==> config.mk <==
export PLATFORM = sky130hd
export DESIGN_NAME = instr_fetch
export DESIGN_NICKNAME = d
export VERILOG_FILES = /design/src/rtl/instr_fetch.sv
export SDC_FILE = /design/constraint.sdc
export NUM_CORES = 1
export LEC_CHECK = 0
export ABC_AREA = 1
export BUFFER_PORTS_ARGS = -buffer_cell sky130_fd_sc_hd__buf_2
export CAP_MARGIN = 20
export CORE_MARGIN = 1.5
export CORE_UTILIZATION = 50
export CTS_BUF_LIST = sky130_fd_sc_hd__clkbuf_4 sky130_fd_sc_hd__clkbuf_8
export CTS_CLUSTER_DIAMETER = 200
export DETAILED_ROUTE_END_ITERATION = 16
export GPL_ROUTABILITY_DRIVEN = 0
export PLACE_DENSITY_LB_ADDON = 0.1
export RECOVER_POWER = 25
export SLEW_MARGIN = 20
export SYNTH_ARGS = -nofsm -noshare
export SYNTH_HDL_FRONTEND = slang
export SYNTH_SLANG_ARGS = --single-unit
export TNS_END_PERCENT = 1
==> constraint.sdc <==
create_clock -name clk -period 1.9 [get_ports clk]
set_input_delay 0.38 -clock clk [delete_from_list [all_inputs] [get_ports clk]]
set_output_delay 0.38 -clock clk [all_outputs]
set_load 0.05 [all_outputs]
==> src/rtl/instr_fetch.sv <==
// Two-stage instruction fetch front end: a request register tracks the
// address sent to instruction memory, an output register captures the
// returned instruction together with the address it came from. A small
// IDLE/RUN/HALT controller gates the PC stage and stops on HALT_OP.
//
// Handshake: instr_valid is a one-cycle qualifier for instr/instr_pc.
// There is no backpressure; decode must accept every valid cycle.
// redirect squashes both in-flight slots in the cycle it is asserted.
module instr_fetch #(
  parameter int          D       = 12,
  parameter int          W       = 9,
  parameter logic [W-1:0] HALT_OP = {W{1'b1}}
) (
  input  logic         clk,
  input  logic         reset,
  input  logic         start,
  input  logic [D-1:0] prog_ctr,
  input  logic         redirect,
  output logic [D-1:0] imem_addr,
  input  logic [W-1:0] imem_rdata,
  output logic         pc_run,
  output logic [W-1:0] instr,
  output logic [D-1:0] instr_pc,
  output logic         instr_valid,
  output logic         done,
  output logic [15:0]  icount
);

  typedef enum logic [1:0] {
    IDLE = 2'd0,
    RUN  = 2'd1,
    HALT = 2'd2
  } state_t;

  state_t       state_q, state_d;
  logic         req_v_q, req_v_d;
  logic [D-1:0] req_pc_q, req_pc_d;
  logic [W-1:0] instr_q, instr_d;
  logic [D-1:0] instr_pc_q, instr_pc_d;
  logic         instr_valid_q, instr_valid_d;
  logic         done_q, done_d;
  logic [15:0]  icount_q, icount_d;

  logic in_run;
  logic in_halt;

  assign in_run  = (state_q == RUN);
  assign in_halt = (state_q == HALT);

  // Next-state logic: start launches a run from IDLE or HALT; a valid
  // HALT_OP reaching stage 2 ends the run (a squashed one does not).
  always_comb begin
    state_d = state_q;
    case (state_q)
      IDLE: if (start) state_d = RUN;
      RUN:  if (instr_valid_d && (imem_rdata == HALT_OP)) state_d = HALT;
      HALT: if (start) state_d = RUN;
      default: state_d = IDLE;
    endcase
  end

  // Pipeline datapath, done flag and delivered-instruction counter.
  always_comb begin
    req_v_d       = in_run & ~redirect;
    req_pc_d      = prog_ctr;
    instr_valid_d = req_v_q & ~redirect & in_run;
    // Once halted the last delivered instruction stays visible.
    instr_d       = in_halt ? instr_q    : imem_rdata;
    instr_pc_d    = in_halt ? instr_pc_q : req_pc_q;
    done_d        = (state_d == HALT);
    icount_d      = icount_q;
    if (!in_run && (state_d == RUN)) begin
      icount_d = 16'd0;
    end else if (instr_valid_d && (icount_q != 16'hFFFF)) begin
      icount_d = icount_q + 16'd1;
    end
  end

  // State and pipeline registers with asynchronous clear.
  always_ff @(posedge clk or posedge reset) begin
    if (reset) begin
      state_q       <= IDLE;
      req_v_q       <= 1'b0;
      req_pc_q      <= '0;
      instr_q       <= '0;
      instr_pc_q    <= '0;
      instr_valid_q <= 1'b0;
      done_q        <= 1'b0;
      icount_q      <= 16'd0;
    end else begin
      state_q       <= state_d;
      req_v_q       <= req_v_d;
      req_pc_q      <= req_pc_d;
      instr_q       <= instr_d;
      instr_pc_q    <= instr_pc_d;
      instr_valid_q <= instr_valid_d;
      done_q        <= done_d;
      icount_q      <= icount_d;
    end
  end

  assign imem_addr   = prog_ctr;
  assign pc_run      = in_run;
  assign instr       = instr_q;
  assign instr_pc    = instr_pc_q;
  assign instr_valid = instr_valid_q;
  assign done        = done_q;
  assign icount      = icount_q;

endmodule

[Yosys cells after proc, flatten, opt, wreduce, memory -nomap -nowiden]
Cells that the tools add are included.
Storage, ports and cells
  register bits after elaboration: 54
  memory bits (writable): 0
  input bits: 25
  output and inout bits: 52
  latch bits: 0
  memory bits (read-only): 0
  memories kept: 0
Cells by class
  eq/ne operators: 6
  add/subtract/negate cells: 1
  divide/modulo/power cells: 0
  reduce and logical (&&, ||, !) cells: 7
  multiplexer cells: 5
  multipliers: 0
  bitwise logic cells: 4
  order comparisons: 0
  shifts and indexed selects: 0
Operators by type and width (number)
  $mux 16: 2
  $add 16x1->16 const B: 1
  $ne 16x16->1 const B: 1
  $eq 9x9->1 const B: 1
  $eq 2x1->1 const B: 2
  $eq 2x2->1 const B: 2
  $mux 2: 2
  $pmux 2 s2: 1
  $and 1x1->1: 3
  $logic_and 1x1->1: 3
  $logic_not 2->1: 1
  $reduce_bool 2->1: 1
  $reduce_or 2->1: 1
  $logic_not 1->1: 1
  $not 1->1: 1

[Logic depth before layout (Yosys ltp)]
Gate-level depths: netlist of run 1.
  depth after elaboration: 9
  mapped depth: 10

[Worst setup path before layout of run 1]
OpenSTA, ideal clock, no wires.
  kind: reg-to-reg
  start point: register icount_q[0], in the netlist icount[0]
  end point: register icount_q[3], in the netlist icount[3]
  cell stages (with the launch flop): 11
  slack: -0.030 ns
  buffers on the path: 1
  library setup time: 0.066 ns
  arrival time: 1.864 ns
  path through: dfrtp_1 > ha_1 > nand3_1 > inv_2 > nand2_4 > nor2_8 > nor2_8 > nor2_8 > buf_6 > nand2_1 > nand2_1
Between the ends
  cells in the longest elaborated chain, start to end: 3
Ends and longest elaborated chain
  start, declared: RTL line 42  | logic [15:0] icount_q, icount_d;
  start signal, assigned: RTL line 98  | icount_q <= icount_d;
  $add 16x1->16 or $ne 16x16->1 (tied branches): RTL line 75, 74
  $mux 16 or $logic_and 1x1->1 (tied branches): RTL line 74  | end else if (instr_valid_d && (icount_q != 16'hFFFF)) begin
  $mux 16 or $reduce_bool 2->1 (tied branches)
Several ways; a longest one is shown, not always the timed one. The select of a mux whose other input is x is not followed.
A chain may end at the register's enable or synchronous reset.

[Final worst setup path of run 1]
  start point: register icount_q[0], in the netlist icount[0]
  end point: register icount_q[10], in the netlist icount[10]
The elaborated chain is that of the path after synthesis.

==> results of run 1 <==
worst max-delay path: cells and delay by family (launching register included):
family        cells  cell delay (ps)
flops             1              440
simple gates      7              780
fa+ha+maj         1              250
buf+inv           1               90
flip-flops by register name, summed over array words and instances (netlist names):
register,count
state_q,2
icount,16
req_pc_q,12
instr_pc,12
done,1
instr,9
req_v_q,1
instr_valid,1
through the flow:
step | power, uW | area [um2] | setup WS (ps) | hold WS, ps
2_1_floorplan | 1770 | 2450 | 87.6 | 411
3_3_place_gp | 1900 | 2840 | 276 | 411
3_5_place_dp | 1910 | 2840 | 237 | 418
4_1_cts | 2680 | 2950 | 221 | 85.1
5_1_grt | 2770 | 2950 | 90.0 | 170
6_report | 2650 | 2950 | 233 | 188
metal layers:
layer,routed length [um],up-vias
met5,0,-
met4,35,0
met3,274,4
met2,2350,60
met1,1990,889
li1,-,923
worst max-delay path by stage:
stage                         start    endpoint  slack [ps]
after floorplan               reset   icount[0]          90
after global placement    icount[0]   icount[5]         280
after detailed placement  icount[0]   icount[9]         240
after CTS                 icount[0]  icount[10]         220
after global routing      icount[0]   icount[3]          90
final                     icount[0]  icount[10]         230
cells by family (layout without fill, tap and decap cells):
| family | Yosys count | count (layout) | synth area share |
|---|---|---|---|
| compound gates | 9 | 9 | 0.0204 |
| xor+xnor | 3 | 3 | 0.0107 |
| fa+ha+maj | 1 | 1 | 0.00510 |
| buf+inv | 31 | 104 | 0.0715 |
| flops | 54 | 54 | 0.551 |
| mux | 21 | 21 | 0.0965 |
| simple gates | 123 | 123 | 0.245 |
layout make-up:
| cell class | count | area (um2) |
|---|---|---|
| sequential | 54 | 1350 |
| tap | 67 | 83.8 |
| multi-input combinational | 157 | 925 |
| clock buffer | 7 | 83.8 |
| timing repair buffer | 82 | 422 |
| clock inverter | 1 | 30.0 |
| inverter | 14 | 52.6 |
| fill | 409 | 1770 |
cell usage in the layout, fill, tap and decap left out, types with 2 or more instances in the layout:
cell                        n
sky130_fd_sc_hd__nor2_1    16
sky130_fd_sc_hd__nand3_1   10
sky130_fd_sc_hd__clkbuf_4   2
sky130_fd_sc_hd__inv_1     10
sky130_fd_sc_hd__nand4_1   15
sky130_fd_sc_hd__dfrtp_2    2
sky130_fd_sc_hd__o21ai_1    3
sky130_fd_sc_hd__inv_2      4
sky130_fd_sc_hd__buf_2     76
sky130_fd_sc_hd__nor2_4     2
sky130_fd_sc_hd__buf_4      5
sky130_fd_sc_hd__xor2_1     3
sky130_fd_sc_hd__o21ai_0    4
sky130_fd_sc_hd__dfrtp_1   52
sky130_fd_sc_hd__nor2_8     3
sky130_fd_sc_hd__clkbuf_8   5
sky130_fd_sc_hd__o21bai_1   2
sky130_fd_sc_hd__or2_2      2
sky130_fd_sc_hd__nor2_2     2
sky130_fd_sc_hd__mux2_1    11
sky130_fd_sc_hd__mux2_2    10
sky130_fd_sc_hd__nand2_1   69
power groups by stage:
| stage | Combinational [uW] | Clock (uW) | Sequential [uW] |
|---|---|---|---|
| after floorplan | 258 | 0 | 1510 |
| after global placement | 587 | 0 | 1310 |
| after detailed placement | 594 | 0 | 1310 |
| after CTS | 595 | 797 | 1290 |
| after global routing | 625 | 839 | 1300 |
| final | 587 | 770 | 1290 |
==> summary.md, run 1 <==
The required time of the critical path was 2100 ps; the power share of the combinational group was 0.222. For the first-pass GRT wire length, the log shows 7380 um. Layer with the highest usage after global routing: met2. The design internal power came out at 1800 uW. Of all cell types, the one taking the most synthesized area is sky130_fd_sc_hd__dfrtp_1. Clock tree synthesis selected as its root buffer the cell sky130_fd_sc_hd__clkbuf_8. By area the synthesized netlist is led by sky130_fd_sc_hd__dfrtp_1 (55%), sky130_fd_sc_hd__nand2_1 (11%), sky130_fd_sc_hd__mux2_1 (5.1%). For this run, design rule violations remaining after detail routing come to 0. Clock latency on the worst-skew pair, taken at its later pin, is 300 ps. The worst slew margin relative to its limit was 0.463; the number of buffers inserted for hold repair after clock tree synthesis was 0.

The core utilization of the finished layout is 0.625, and the largest stage delay on the critical path is 440 ps. The number of global-route vias before repair came out at 1644. For this run, the leading register cell type out of synthesis is sky130_fd_sc_hd__dfrtp_1.

Dividing the detail-routed via count by the number of cells gives 4.91. Of all nets on the critical path, the largest fanout is 15. The element type at the critical path start is a flip-flop. Cell with the most instances after synthesis: sky130_fd_sc_hd__nand2_1. The met3 demand-to-capacity share in global routing is 0.0456. The commonest cells after synthesis are sky130_fd_sc_hd__nand2_1 (69), sky130_fd_sc_hd__dfrtp_1 (54), sky130_fd_sc_hd__nor2_1 (16). Across the run, the number of max-cap violations was 0. The share of cells above drive strength 1 works out to 0.368. The tools report the first-iteration detailed-routing DRC count as 65. The flow ran to the end, and the final reports show no timing, DRC or antenna violations. The cell count after synthesis came out at 242. For this design the ratio of total power to cell area is 897 mW/mm2.

During synthesis, Yosys emitted a total of 0 warnings. The initial antenna violation count is 0. The slew at the pin closest to its max-slew limit was 806 ps; the horizontal extent of the die was 73.0 um. The floorplan step defined a core boundary enclosing 0.00472 mm2. The area growth from synthesis to final layout was 20.4%; the met2 track utilization from global routing was 0.302.

In this run the register-to-register setup slack is 230 ps. The number of nets handed over by synthesis was 268. The cell type with the highest occurrence count on the critical path is sky130_fd_sc_hd__nor2_8. The total overflow reported by the global router was 0; the final instance count without filler cells was 382. The HPWL after detailed placement is 3500 um. For the floorplan row count, the log shows 25. The worst supply voltage drop on vdd was 0.645 mV; the count of buffers added by post-CTS timing repair for setup was 0. The area of the die is 0.00533 mm2, and the share of total power consumed by net switching is 0.321. The worst register-to-register path ends at icount[10]. Type of destination of the critical path: a flip-flop.

Among all stages on the critical path, the largest delay is contributed by sky130_fd_sc_hd__dfrtp_2. The global router's overall resource usage came out at 0.179. Final worst-path cycle share: 0.877. The effective utilization at floorplan is 0.519. The vertical die dimension was 73.0 um; the via total after detailed routing was 1876.

TritonCTS built the clock tree. The leakage power of the design is 0.00153 uW, and the number of endpoints with negative hold slack in the final report is 0. The sequential group share of total power was 0.488. The max-slew violation total from the final report was 0; the number of unique standard cell types used by synthesis was 26. The tools report the H-tree level count as 2.

Sequential share of the synthesized area: 0.551. The worst hold path terminates at req_pc_q[10]. The count of boundary I/O pins is 77, and the number of buffers inserted by port buffering is 76.

The min-delay analysis places its worst path in the category in -> reg. For the final sum of negative setup slack, the log shows 0 ps. The category of the critical setup timing path was reg -> reg. Counting flops and latches in the post-synthesis netlist gives 54.

The cell area that synthesis handed to floorplanning was 0.00245 mm2. The logs give 5.54 ps for the maximum clock skew at final layout and 5 for the number of buffers added by the clock tree synthesis step. In this run the critical register-to-register path is launched from icount[0]. In this run the power spent charging and discharging nets is 851 uW. After detailed routing, the total wire length is 4650 um.

The count of nets left with antenna violations once routing finished came out at 0. The cell count of the worst hold path works out to 1. After synthesis, the mean cell area works out to 10.1 um2.

The clock-pin slew reported for the worst setup and hold paths after clock tree synthesis is 90 ps. The first detailed-routing pass ran for 4 iterations. Final-report setup violation count: 0.

The number of antenna diodes in the final layout is 0. The global-route met1 utilization was 0.228; the critical path data arrival time was 1860 ps. No sink is reached through more buffers than the 2 on the longest clock path. Fraction of registers with async set/reset: 1.00. The largest net degree at the start of global routing is 24, and the number of placed cells counting well taps is 374. Setup repair after global routing left no endpoint under its margin.

The post-cts sizing count is 0. Measured in cells, the most critical reg-to-reg path has a length of 9. In the final routed layout, each cell accounts on average for 12.2 um. The clock net in this run drives a total of 54 sinks.

Share of Yosys cell area claimed by the top area cell type: 0.551. Traced cell by cell, the critical path runs through ha_1 > nand3_1 > inv_2 > nand2_4 > nor2_8 > nor2_8 > nor2_8 > nand2_1 > nand2_1. The final critical path time including I/O delays and setup works out to 1670 ps. Counting flops with a built-in enable in the synthesized netlist gives 0.

The logs give 0.291 for the relative contribution of the clock network to total power and 0.600 GHz for the highest clock rate. The worst hold path begins at prog_ctr[10]. The final layout contains 340 nets.
No activity file was read; power rests on OpenSTA's default activity.
==> run 2, diff against run 1 <==
CORE_MARGIN = not set   (was 1.5)
==> summary.md, run 2 (synthesized netlist as in run 1, its figures left out) <==
The final layout contains 338 nets. Data on the critical path is required at its endpoint by 2100 ps. After detailed routing, the wire length on met1 is 1940 um. The final-report setup violation count was 0; the routed wire length on met3 was 282 um. For the iteration count of the initial detailed-routing pass, the log shows 4. Per-cell routed wire length: 12.0 um. Combined area of the multi-input logic cells: 925 um2. On the critical path, the stage with the largest delay is an instance of sky130_fd_sc_hd__dfrtp_2. The worst slew margin relative to its limit came out at 0.424. The TritonCTS sink count came out at 54. Entering global routing, the biggest net connects 38 pins. The register with the most flip-flops in the layout has 16 of them. Total power for the finished layout comes to 2640 uW. The flow ran to the end, and the final reports show no timing, DRC or antenna violations.

Element type at the critical path start: a flip-flop. For this design the top-level I/O count stands at 77. The first global-routing pass estimated 7580 um of wire. Buffers inserted during clock tree synthesis total 5.

The clock passes through at most 2 buffers. Clock skew on the completed layout was measured at 3.28 ps. The power per cell area was 899 mW/mm2. Across the run, the number of max-cap violations was 0. The tools report the root buffer cell as sky130_fd_sc_hd__clkbuf_8.

The logs give 0 for the number of buffers inserted for hold repair after clock tree synthesis and 0.519 for the effective utilization at floorplan. The tools report the number of endpoints with negative hold slack in the final report as 0. Row generation in the floorplan step produced 25 rows. In this run the worst hold path is classified as in -> async. The clock tree synthesis step divided the H-tree into 2 levels. The insertion delay of the later-clocked pin in the worst-skew pair is 300 ps. The number of global-route vias before repair is 1703, and the routed wire length is 4550 um.

The largest stage delay on the critical path was 440 ps. For this design the static power due to leakage is 0.00152 uW. The critical path goes through ha_1 > nand3_1 > inv_2 > nand2_4 > nor2_8 > nor2_8 > nor2_8 > nand2_1 > nand2_1. The area growth from synthesis to final layout is 19.7%, and the clock-pin slew reported for the worst setup and hold paths after clock tree synthesis is 90 ps.

The final worst-path cycle share was 0.870; the via total after detailed routing was 1856. The area of the die was 0.00519 mm2. Once routing completed, OpenROAD measured the worst setup slack at 247 ps.

The die is 72.0 um tall. Number of remaining DRC errors: 0. Share of cells above drive strength 1: 0.364. STA classifies the critical path endpoint as a flip-flop. TritonCTS built the clock tree.

The initial antenna violation count was 0; the slew at the pin closest to its max-slew limit was 863 ps. The HPWL after detailed placement is 3330 um. The core footprint was 0.00472 mm2; the final critical path time including I/O delays and setup was 1650 ps. The global router's overall resource usage is 0.188, and the first-iteration detailed-routing DRC count is 106. The category of the critical setup timing path was reg -> reg. Adding up every negative setup slack in the final design gives 0 ps.

Of all nets on the critical path, the largest fanout is 15. The filler cells instantiated in the layout total 425. The number of antenna diodes in the final layout is 0. Counting stages on the worst path, the most repeated cell is sky130_fd_sc_hd__nor2_8. In this run, post-CTS repair resized a total of 0 instances. For the count of buffers added by post-CTS timing repair for setup, the log shows 0.

Setup repair after global routing left no endpoint under its margin. Hold timing on the final database bottoms out at a slack of 153 ps. The pre-CTS worst setup slack came out at 260 ps.

The worst supply voltage drop on vdd is 0.754 mV. The vias per cell is 4.88, and the core utilization of the finished layout is 0.621. Leaving out fill and tap cells, the most frequent cells in the layout are sky130_fd_sc_hd__buf_2 (75), sky130_fd_sc_hd__nand2_1 (69), sky130_fd_sc_hd__dfrtp_1 (52).

For the worst setup path, the data arrival time is 1860 ps. The number of buffers inserted by port buffering was 76; the routed length on met2 was 2250 um. The detail route stage leaves a number of antenna-violating nets equal to 0. Uppermost layer routed: met4. The total overflow reported by the global router is 0. The sequential cell area in the final layout came out at 0.00135 mm2.

Leaving out fill and tap cells, the most frequent cell in the layout is sky130_fd_sc_hd__buf_2. Timing would allow up to 0.605 GHz. The run gives 0 as the max-slew violation total from the final report. The horizontal extent of the die is 72.0 um.
==> run 2: per-layer routing <==
layer,up-vias,GRT usage
li1,923,-
met1,865,0.232
met2,62,0.312
met3,6,0.0542
met4,0,0.0763
met5,-,0
==> run 2: critical path, delay by kind of cell (launching register included) <==
| family | cells | cell delay [ps] |
|---|---|---|
| simple gates | 7 | 770 |
| flops | 1 | 440 |
| buf+inv | 1 | 80 |
| fa+ha+maj | 1 | 250 |
==> run 2: path summary, 6_finish.rpt <==
path                              from           to  slack [ps]  cells after the start
setup / recovery             icount[0]    icount[8]         250                      9
hold / removal                   reset    icount[6]         150                      2
setup reg to reg             icount[0]    icount[8]         250                      9
hold reg to reg            req_pc_q[0]  instr_pc[0]         460                      1
max in group asynchronous        reset     instr[1]         460                      3
min in group clk           prog_ctr[1]  req_pc_q[1]         180                      1
==> run 2: stage by stage <==
stage	cells	cell area, um2
global route	380	2930
CTS	380	2950
detailed placement	372	2840
finish	380	2930
global placement	372	2840
floorplan	242	2450
==> run 2: cell type report <==
cell class              instances  area share
clock buffers                   5      0.0235
clock inverters                 3      0.0149
inverters                      14      0.0179
multi-input cells             157       0.315
flip-flops and latches         54       0.461
well taps                      67      0.0286
repair buffers                 80       0.139
==> run 2: power breakdown <==
group          switching, uW  internal [uW]  total, uW
clock network            371            395        766
registers               61.8           1230       1290
logic                    439            144        582
==> run 3, diff against run 2 <==
==> constraint.sdc (replaced) <==
create_clock -name clk -period 1.9 [get_ports clk]
set_input_delay 0.285 -clock clk [delete_from_list [all_inputs] [get_ports clk]]
set_output_delay 0.285 -clock clk [all_outputs]
set_load 0.05 [all_outputs]
==> summary.md, run 3 (synthesized netlist as in run 1, its figures left out) <==
The flow ran to the end, and the final reports show no timing, DRC or antenna violations. Cell type with the highest occurrence count on the critical path: sky130_fd_sc_hd__nor2_8. IR analysis of the VDD net gives a maximum drop of 0.534 mV. For this run, design rule violations remaining after detail routing come to 0. The worst slew margin relative to its limit came out at 0.472.

The run gives 2 as the H-tree level count. Core utilization of the finished layout: 0.623. Setup violations remaining at the end of the flow were counted as 0. The register with the most flip-flops in the layout has 16 of them. For the worst setup path, the data arrival time is 1940 ps. Hold is met by 94.1 ps.

The buffer levels on the longest clock path came out at 2. Final critical path time including I/O delays and setup: 1690 ps. The beginning of the worst register-to-register path was icount[0].

The number of gates resized after CTS was 0. The clock-pin slew reported for the worst setup and hold paths after clock tree synthesis works out to 90 ps. TritonCTS built the clock tree. The final sum of negative setup slack is 0 ps, and the via total after detailed routing is 1842. Slew at the pin closest to its max-slew limit: 790 ps.

The tools report the type of destination of the critical path as a flip-flop. The run gives 77 as the count of boundary I/O pins. Area growth from synthesis to final layout: 20.1%.

The tools report the final instance count without filler cells as 380. Setup repair after global routing left no endpoint under its margin. In the layout the commonest cells are sky130_fd_sc_hd__buf_2 (76), sky130_fd_sc_hd__nand2_1 (69), sky130_fd_sc_hd__dfrtp_1 (52). The relative contribution of the clock network to total power is 0.289. The tools report the cell area after layout as 0.00294 mm2. For the insertion delay of the later-clocked pin in the worst-skew pair, the log shows 300 ps.

The tools report the number of placed cells counting well taps as 373. The tools report the element type at the critical path start as a flip-flop. The number of endpoints with negative hold slack in the final report is 0, and the routed wire length is 4560 um.

The critical path launch point is icount[0]. The number of buffers inserted for hold repair after clock tree synthesis is 0, and the share of cells above drive strength 1 is 0.367. The max-slew violation total from the final report is 0, and the HPWL after detailed placement is 3320 um. Walking the worst path, the cells encountered are ha_1 > nand3_1 > inv_2 > nand2_4 > nor2_8 > nor2_8 > nor2_8 > nand2_1 > nand2_1.

The tools report the sequential group share of total power as 0.488. The tools report the number of buffers added by the clock tree synthesis step as 5. The worst hold path begins at prog_ctr[3].

The share of total power consumed by net switching is 0.321, and the highest clock rate is 0.591 GHz. Dividing total power by cell area gives a power density of 899 mW/mm2. The number of cells on the worst reg-to-reg path is 9. The first global-routing pass estimated 7290 um of wire. The floorplan has 25 rows. Dividing the detail-routed via count by the number of cells gives 4.85. The cell count of the worst hold path works out to 1. The category of the critical setup timing path was reg -> reg. The worst hold path belongs to the class in -> reg.

The final layout contains 339 nets. The per-cell routed wire length works out to 12.0 um. Entering global routing, the biggest net connects 27 pins. The floorplan step defined a die boundary enclosing 0.00519 mm2. The effective utilization at floorplan was 0.519; the largest fanout on the critical path was 15. The vertical die dimension works out to 72.0 um. Leaving out fill and tap cells, the most frequent cell in the layout is sky130_fd_sc_hd__buf_2. The logs give 1652 for the number of global-route vias before repair and 0 for the initial antenna violation count. The horizontal extent of the die is 72.0 um, and the count of buffers added by post-CTS timing repair for setup is 0. The floorplan step defined a core boundary enclosing 0.00472 mm2. The number of inserted diodes is 0.

The run gives 0.185 as the global router's overall resource usage. Internal power comes to 1800 uW. In this run the power spent charging and discharging nets is 851 uW. Summed over all cells, the static leakage comes to 0.00152 uW.

The tree is rooted in a sky130_fd_sc_hd__clkbuf_8. Data on the critical path is required at its endpoint by 2150 ps. The count of buffers added on input and output ports is 76.

The final worst-path cycle share works out to 0.891. Counting every sink on the clock net gives 54. The power share of the combinational group came out at 0.223. Cell type of the slowest stage on the worst timing path: sky130_fd_sc_hd__dfrtp_2. In this run, the number of DRC markers left after iteration 0 of detailed routing was 83. The largest stage delay on the critical path was 400 ps; the cell area after placement was 0.00285 mm2. The tools report the total overflow reported by the global router as 0. The first TritonRoute pass finished after 4 iterations. The maximum clock skew at final layout was 7.21 ps; the reported max-cap violation count was 0. The post-detailed-route count of antenna-violating nets was 0.
run 3: cell type report:
class / instances / area (um2)
Clock buffer: 6 / 82.6
Clock inverter: 1 / 30.0
Fill cell: 410 / 1780
Inverter: 14 / 52.6
Multi-Input combinational cell: 157 / 925
Sequential cell: 54 / 1350
Tap cell: 67 / 83.8
Timing Repair Buffer: 81 / 415
run 3: per-layer routing:
layer  global-route usage  vias up  wire (um)
met5                    0        -          0
li1                     -      922          -
met1                0.234      855       2010
met4               0.0523        0         48
met2                0.308       59       2220
met3               0.0583        6        285
run 3: worst paths after layout:
kind / slack, ps / to
setup / recovery: 210 / icount[3]
hold / removal: 90 / req_pc_q[3]
setup reg to reg: 210 / icount[3]
hold reg to reg: 460 / instr_pc[3]
max in group asynchronous: 720 / done
min in group asynchronous: 120 / icount[2]
run 3: worst max-delay path, delay by kind of cell, from the launching register on:
family	cells	cell delay [ps]
adders and majority gates	1	220
buffers and inverters	1	140
DFF	1	400
and+or+nand+nor	7	850
run 3: metrics by stage:
stage	power, uW	setup slack [ps]
after floorplan	1770	136
after global placement	1900	278
after detailed placement	1910	234
after CTS	2680	211
after global routing	2750	87.5
final	2650	208
run 3: power groups by stage:
stage	logic, uW	registers (uW)	clock network (uW)
after floorplan	258	1510	0
after global placement	590	1310	0
after detailed placement	598	1320	0
after CTS	600	1290	786
after global routing	627	1300	820
final	589	1290	765
